==> src/rtl/usb2_ep_in_arbiter.sv <==
// Round-robin IN-endpoint packetiser: merges NUM_CH byte streams into MAX_PKT-sized
// packets on the external buffer, appending zero-length packets on exact-multiple transfers.
module usb2_ep_in_arbiter #(
  parameter int NUM_CH  = 4,
  parameter int ADDR_W  = 9,
  parameter int MAX_PKT = 512,
  parameter int EP_BASE = 1,
  parameter int ZLP_EN  = 1
) (
  input  logic                ext_clk,
  input  logic                reset_n,
  input  logic [NUM_CH*8-1:0] ch_data,
  input  logic [NUM_CH-1:0]   ch_valid,
  input  logic [NUM_CH-1:0]   ch_last,
  output logic [NUM_CH-1:0]   ch_ready,
  output logic [ADDR_W-1:0]   buf_in_addr,
  output logic [7:0]          buf_in_data,
  output logic                buf_in_wren,
  input  logic                buf_in_ready,
  output logic                buf_in_commit,
  output logic [ADDR_W:0]     buf_in_commit_len,
  input  logic                buf_in_commit_ack,
  output logic [3:0]          buf_in_endp,
  output logic                stat_busy,
  output logic [15:0]         stat_pkt_count
);

  localparam int              CH_W    = (NUM_CH > 1) ? $clog2(NUM_CH) : 1;
  localparam logic [ADDR_W:0] MAX_LEN = (ADDR_W + 1)'(MAX_PKT);
  localparam logic [3:0]      EP0     = 4'(EP_BASE);

  typedef enum logic [2:0] {
    IDLE    = 3'd0,
    GRANT   = 3'd1,
    FILL    = 3'd2,
    COMMIT  = 3'd3,
    RELEASE = 3'd4
  } state_t;

  state_t            state;
  logic [CH_W-1:0]   grant;
  logic [CH_W-1:0]   rr_ptr;
  logic [NUM_CH-1:0] zlp_pending;
  logic [ADDR_W:0]   count;

  logic [NUM_CH-1:0] cand;
  logic              cand_found;
  logic [CH_W-1:0]   cand_pick;
  logic [CH_W-1:0]   cand_idx;
  logic [7:0]        sel_data;
  logic              sel_valid;
  logic              sel_last;
  logic [ADDR_W:0]   count_inc;
  logic              pkt_full;
  logic [CH_W-1:0]   rr_next;

  // Scan downward from the farthest offset so the nearest candidate at/after rr_ptr wins.
  always_comb begin
    // NOTE: every always_comb output gets a default first so no path can infer a latch.
    cand       = ch_valid | zlp_pending;
    cand_found = 1'b0;
    cand_pick  = '0;
    cand_idx   = '0;
    for (int k = NUM_CH - 1; k >= 0; k--) begin
      cand_idx = CH_W'((int'(rr_ptr) + k) % NUM_CH);
      if (cand[cand_idx]) begin
        cand_found = 1'b1;
        cand_pick  = cand_idx;
      end
    end
  end

  always_comb begin
    sel_data  = '0;
    sel_valid = 1'b0;
    sel_last  = 1'b0;
    for (int k = 0; k < NUM_CH; k++) begin
      if (grant == CH_W'(k)) begin
        sel_data  = ch_data[8*k +: 8];
        sel_valid = ch_valid[k];
        sel_last  = ch_last[k];
      end
    end
  end

  assign count_inc = count + (ADDR_W + 1)'(1);
  assign pkt_full  = (count_inc == MAX_LEN);
  assign rr_next   = (grant == CH_W'(NUM_CH - 1)) ? '0 : grant + CH_W'(1);

  // Ready is decoded straight from the registered state so it drops the cycle FILL ends.
  assign ch_ready  = (state == FILL) ? (NUM_CH'(1) << grant) : '0;
  assign stat_busy = (state != IDLE);

  always_ff @(posedge ext_clk) begin
    // NOTE: non-blocking assignments so every branch reads pre-edge state, not partial updates.
    if (!reset_n) begin
      state             <= IDLE;
      grant             <= '0;
      rr_ptr            <= '0;
      zlp_pending       <= '0;
      count             <= '0;
      buf_in_addr       <= '0;
      buf_in_data       <= '0;
      buf_in_wren       <= 1'b0;
      buf_in_commit     <= 1'b0;
      buf_in_commit_len <= '0;
      buf_in_endp       <= '0;
      stat_pkt_count    <= '0;
    end else begin
      buf_in_wren <= 1'b0;
      case (state)
        IDLE: begin
          if (buf_in_ready && !buf_in_commit_ack && cand_found) begin
            grant <= cand_pick;
            state <= GRANT;
          end
        end

        GRANT: begin
          buf_in_endp <= EP0 + 4'(grant);
          count       <= '0;
          if (zlp_pending[grant]) begin
            zlp_pending[grant] <= 1'b0;
            state              <= COMMIT;
          end else begin
            state <= FILL;
          end
        end

        FILL: begin
          if (sel_valid) begin
            buf_in_wren <= 1'b1;
            buf_in_addr <= count[ADDR_W-1:0];
            buf_in_data <= sel_data;
            count       <= count_inc;
            if (sel_last || pkt_full) begin
              state <= COMMIT;
              // A transfer ending exactly on a packet boundary still owes the host a ZLP.
              if (ZLP_EN != 0 && sel_last && pkt_full) zlp_pending[grant] <= 1'b1;
            end
          end
        end

        // First COMMIT cycle carries the final write; the request rises one cycle later.
        COMMIT: begin
          if (!buf_in_commit) begin
            buf_in_commit     <= 1'b1;
            buf_in_commit_len <= count;
          end else if (buf_in_commit_ack) begin
            buf_in_commit  <= 1'b0;
            stat_pkt_count <= stat_pkt_count + 16'd1;
            state          <= RELEASE;
          end
        end

        RELEASE: begin
          if (!buf_in_commit_ack) begin
            rr_ptr <= rr_next;
            state  <= IDLE;
          end
        end

        default: state <= IDLE;
      endcase
    end
  end

endmodule

==> config.mk <==
export PLATFORM = sky130hd
export DESIGN_NAME = usb2_ep_in_arbiter
export DESIGN_NICKNAME = d
export VERILOG_FILES = /design/src/rtl/usb2_ep_in_arbiter.sv
export SDC_FILE = /design/constraint.sdc
export NUM_CORES = 1
export LEC_CHECK = 0
export ABC_AREA = 1
export BUFFER_PORTS_ARGS = -buffer_cell sky130_fd_sc_hd__buf_4
export CORE_ASPECT_RATIO = 1.25
export CORE_MARGIN = 3
export CORE_UTILIZATION = 45
export DETAILED_ROUTE_END_ITERATION = 8
export PLACE_DENSITY = 0.7
export SYNTH_ARGS = -nofsm -noshare
export SYNTH_HDL_FRONTEND = slang
export SYNTH_SLANG_ARGS = --single-unit
==> constraint.sdc <==
create_clock -name ext_clk -period 5.7 [get_ports ext_clk]
set_clock_uncertainty 0.1 [all_clocks]
set_input_delay 0.855 -clock ext_clk [delete_from_list [all_inputs] [get_ports ext_clk]]
set_output_delay 0.855 -clock ext_clk [all_outputs]
set_load 0.02 [all_outputs]
-- After elaboration in Yosys (flattened, before gate mapping)
Index checks and enable logic that the tools add are counted.
- flip-flop bits (word level): 70
- logic and storage cells: 119
- $add $sub $neg: 7
- $lt $le $gt $ge: 6
- eq/ne operators: 16
- shift operators: 1
- muxes and demuxes: 52
- bitwise gates (word level): 6
- reductions and logical operators: 19
- operators with widths (kind ; count):
    8-bit two-way mux ; 4
    1-bit two-way mux ; 22
    4-bit two-way mux ; 5
    10-bit one-hot mux with 2 select lines ; 1
    3-bit two-way mux ; 6
    16-bit by 1-bit adder with 16-bit output (second input constant) ; 1
    2-bit by 3-bit less-than comparator with 1-bit output (second input constant) ; 5
    3-bit one-hot mux with 5 select lines ; 1
    2-bit != test (second input constant) ; 6
    2-bit AND reduction ; 6
    10-bit by 1-bit adder with 10-bit output (second input constant) ; 1
    1-bit binary-select mux with 2-bit select ; 5
    10-bit equality test (second input constant) ; 1
    10-bit two-way mux ; 1
    2-bit two-way mux ; 5
    4-bit bitwise OR ; 2
    4-bit one-hot mux with 2 select lines ; 1
    3-bit by 2-bit equality test with 1-bit output (second input constant) ; 2
    6-bit AND reduction ; 1
    5-bit AND reduction ; 1
    2-bit by 1-bit adder with 2-bit output (second input constant) ; 2
    2-bit adder (second input constant) ; 2
    4-bit bitwise AND ; 1
    2-bit equality test (second input constant) ; 2
    other kinds (18) ; 23

-- Depth between registers and ports, before layout
- word-level depth: 10
- mapped depth: 16
- gate-level depth less buffers: 16

-- Least setup slack after synthesis
Ideal clock, no wire load.
- kind: register to output
- start: register grant[0]
- end: output ch_ready[3]
- arrival time: 1455 ps
- slack: 3290 ps
- cell stages (with the launch flop): 6
- cells stage by stage: dfxtp_1 -> ha_1 -> inv_1 -> clkbuf_1 -> buf_1 -> nor2_1
- longest elaborated chain between the ends: 2
- RTL lines (element ; line ; source):
    start: declaration ; 41 ; logic [CH_W-1:0] grant;
    start signal: assignment ; 114 ; grant <= cand_pick;
    1-bit by 2-bit left shift with 4-bit output ; 91 ; assign ch_ready = (state == FILL) ? (NUM_CH'(1) << grant) : '0;
    4-bit two-way mux ; 91 ;
    end: declaration ; 15 ; output logic [NUM_CH-1:0] ch_ready,
No other way between the ends.

-- Worst setup path in the final report
- start: register grant[0]
- end: output ch_ready[1]
The elaborated chain is that of the path after synthesis.

==> results by group <==
Outcome
  – Status: finished clean

Timing
  – Worst-Margin Slew: 1.01 ns
  – Fin crit share: 0.515
  – FMAX: 341 MHz
  – Unrepaired setup endpoints after global routing: no
  – Relative slew slack: 0.326
  – Slew Limit Fails: 0
  – Shortest period the worst path allows: 2.94 ns
  – Final hold vios: 0
  – Setup tns final: 0 ns
  – Final setup violation count: 0

Detailed routing
  – Iteration count of the initial detailed-routing pass: 6
  – Detailed Route Iter0 Violations: 178
  – Vias per Instance: 5.24
  – DRC violations left: 0
  – Routed len/inst: about 13 um
  – Detail Route Antenna Nets: 0
  – Via count: approximately 3800
  – Drt total wl: roughly 9600 um

Floorplan
  – Starting Density: 0.464
  – I/O Pins: 98
  – Row count: 36
  – Die Y: 107 um
  – CORE AREA: 0.00784 mm2
  – Chip width: 86.4 um
  – Die area: about 0.0092 mm2

Layout
  – ANT cells: 0
  – Share of layout cells above drive strength 1: 0.219
  – Fin cells: 726
  – Area grow syn2layout: 28.3%
  – Net count, final: 676

Synth
  – FFs w/ async S/R, synth: 0
  – Post-synth EDFFs: 0
  – Syn Nets: 590
  – Synth top area cells: dfxtp_1, nand2_1, a21oi_1
  – Synthesized area per cell: 6.74 um2
  – Top FF cell, synth: dfxtp_1
  – Register area share after synthesis: 0.380
  – Post-synth top area share: 0.380
  – Mapped Cells: 540
  – Count leader, synth: nand2_1
  – Synthesized cell area: 0.00364 mm2
  – Yosys reg bits: 69
  – Most instantiated cells after synthesis: nand2_1, dfxtp_1, a21oi_1
  – Area leader, netlist: dfxtp_1
  – YS warnings: 0
  – Distinct cells, synth: 37

Global routing
  – Grt ovf: 0
  – Initial antenna violation count: 0
  – Global-route wire length before repair: 16000 um
  – Vias in the first global route: between 3000 and 4000
  – Tot GR Track Use: 0.213
  – Largest net degree at the start of global routing: 42

CTS
  – Clk pin slew, worst setup/hold paths: roughly 0.080 ns
  – Cts bufs inserted: 9
  – Hold_buf cts: 0
  – CTS tree: built
  – Clk_lat worst skew: approximately 0.34 ns
  – Root Buffer: clkbuf_8
  – Postcts setup bufs: 0
  – PostCTS Resize Cnt: 0
  – Worst-case clock buffer depth: 2
  – CTS Sinks: 69
  – # H-tree levels: 3

Flow run
  – Max-Cap Viols: 0

Worst setup path
  – Worst setup SP type: register
  – Worst Path Required: roughly 4.7 ns
  – CP Data Arrival Time: 1.98 ns
  – Crit. End Element: output port
  – WS Path Type: register to output port
  – Worst-path fanout max: 15

Power and ir drop
  – Pwr dens: 369 mW/mm2
  – Worst vdd ir: 0.196 mV
  – Power Total: 1.72 mW
  – P_leak: 2.07 nW

Min path
  – Worst hold path type: register to register

Place
  – Dpl cells: 710
  – IO Port Bufs: 96
  – Post-DP HPWL: 7240 um
  – Gp weighted congestion: 0.922
==> path summary, 6_finish.rpt <==
path / from / end / slack, ns / depth (start not counted)
hold / removal: buf_in_addr[1] / buf_in_addr[1] / 0.37 / 2
setup reg to reg: grant[0] / count[8] / 3.08 / 10
setup / recovery: grant[0] / ch_ready[1] / 2.76 / 4
hold reg to reg: buf_in_addr[1] / buf_in_addr[1] / 0.37 / 2
==> flip-flops by register name (all words and copies together), names as in the netlist, named ones only <==
signal and count:
buf_in_wren 1, buf_in_endp 3, buf_in_data 8, buf_in_commit_len 10, rr_ptr 2, state 3
grant 2, buf_in_addr 9, stat_pkt_count 16, count 10, buf_in_commit 1
==> metal layers <==
layer	up-vias	wire length (um)	global-route usage	share of wire
met1	1741	4200	0.257	0.44
met2	98	4640	0.361	0.48
li1	1953	-	-	-
met4	0	159	0.0780	0.017
met3	14	574	0.0519	0.060
met5	-	0	0	0
==> cell usage in the layout (no fill, tap or decap), types with 9 or more instances in the layout <==
cell type and count:
o21ai_0 50, inv_1 59, nand4_1 14, a21oi_1 67, nand2_2 10, dfxtp_1 69
clkbuf_8 9, buf_4 96, nand2_1 113, nand3_1 36, nor2_1 49
==> power breakdown <==
| part | internal, mW | leakage [nW] | switching (mW) |
|---|---|---|---|
| Clock | 0.380 | 0.141 | 0.187 |
| Combinational | 0.195 | 1.37 | 0.369 |
| Sequential | 0.542 | 0.558 | 0.0492 |
| Total | 1.12 | 2.07 | 0.605 |
==> final cells by class <==
class                   instances  area (um2)
well taps                      95         119
clock buffers                  10         128
flip-flops and latches         69        1380
multi-input cells             386        1920
clock inverters                 6         159
inverters                      64         240
fillers                       763        3170
repair buffers                 96         721
==> per-stage QoR <==
| stage | setup WS [ns] | hold slack [ns] | utilization | instance area [um2] |
|---|---|---|---|---|
| floorplan | 3.29 | 0.358 | - | 3640 |
| global route | 2.57 | 0.405 | 0.596 | 4670 |
| finish | 2.76 | 0.370 | 0.596 | 4670 |
| detailed placement | 3.09 | 0.363 | 0.559 | 4380 |
| CTS | 2.77 | 0.375 | 0.596 | 4670 |
| global placement | 3.23 | 0.359 | 0.559 | 4380 |
==> worst max-delay path, stage by stage (launching register included) <==
cell and delay [ns]:
dfxtp_1 0.48, ha_1 0.50, clkinv_1 0.34, nor2_1 0.18, buf_4 0.15
==> cell families (layout without fill, tap and decap cells) <==
| logic type | after synthesis | in the layout | share of synthesized area |
|---|---|---|---|
| adder cells (fa/ha/maj) | 6 | 6 | 0.0206 |
| other | 1 | 1 | 0.00103 |
| AO/OA/AOI/OAI | 135 | 135 | 0.201 |
| buffers and inverters | 85 | 176 | 0.0921 |
| XOR/XNOR | 2 | 2 | 0.00481 |
| AND/OR/NAND/NOR | 242 | 242 | 0.301 |
| flip-flops | 69 | 69 | 0.380 |
Note: power is estimated with default switching activity, not from simulation.
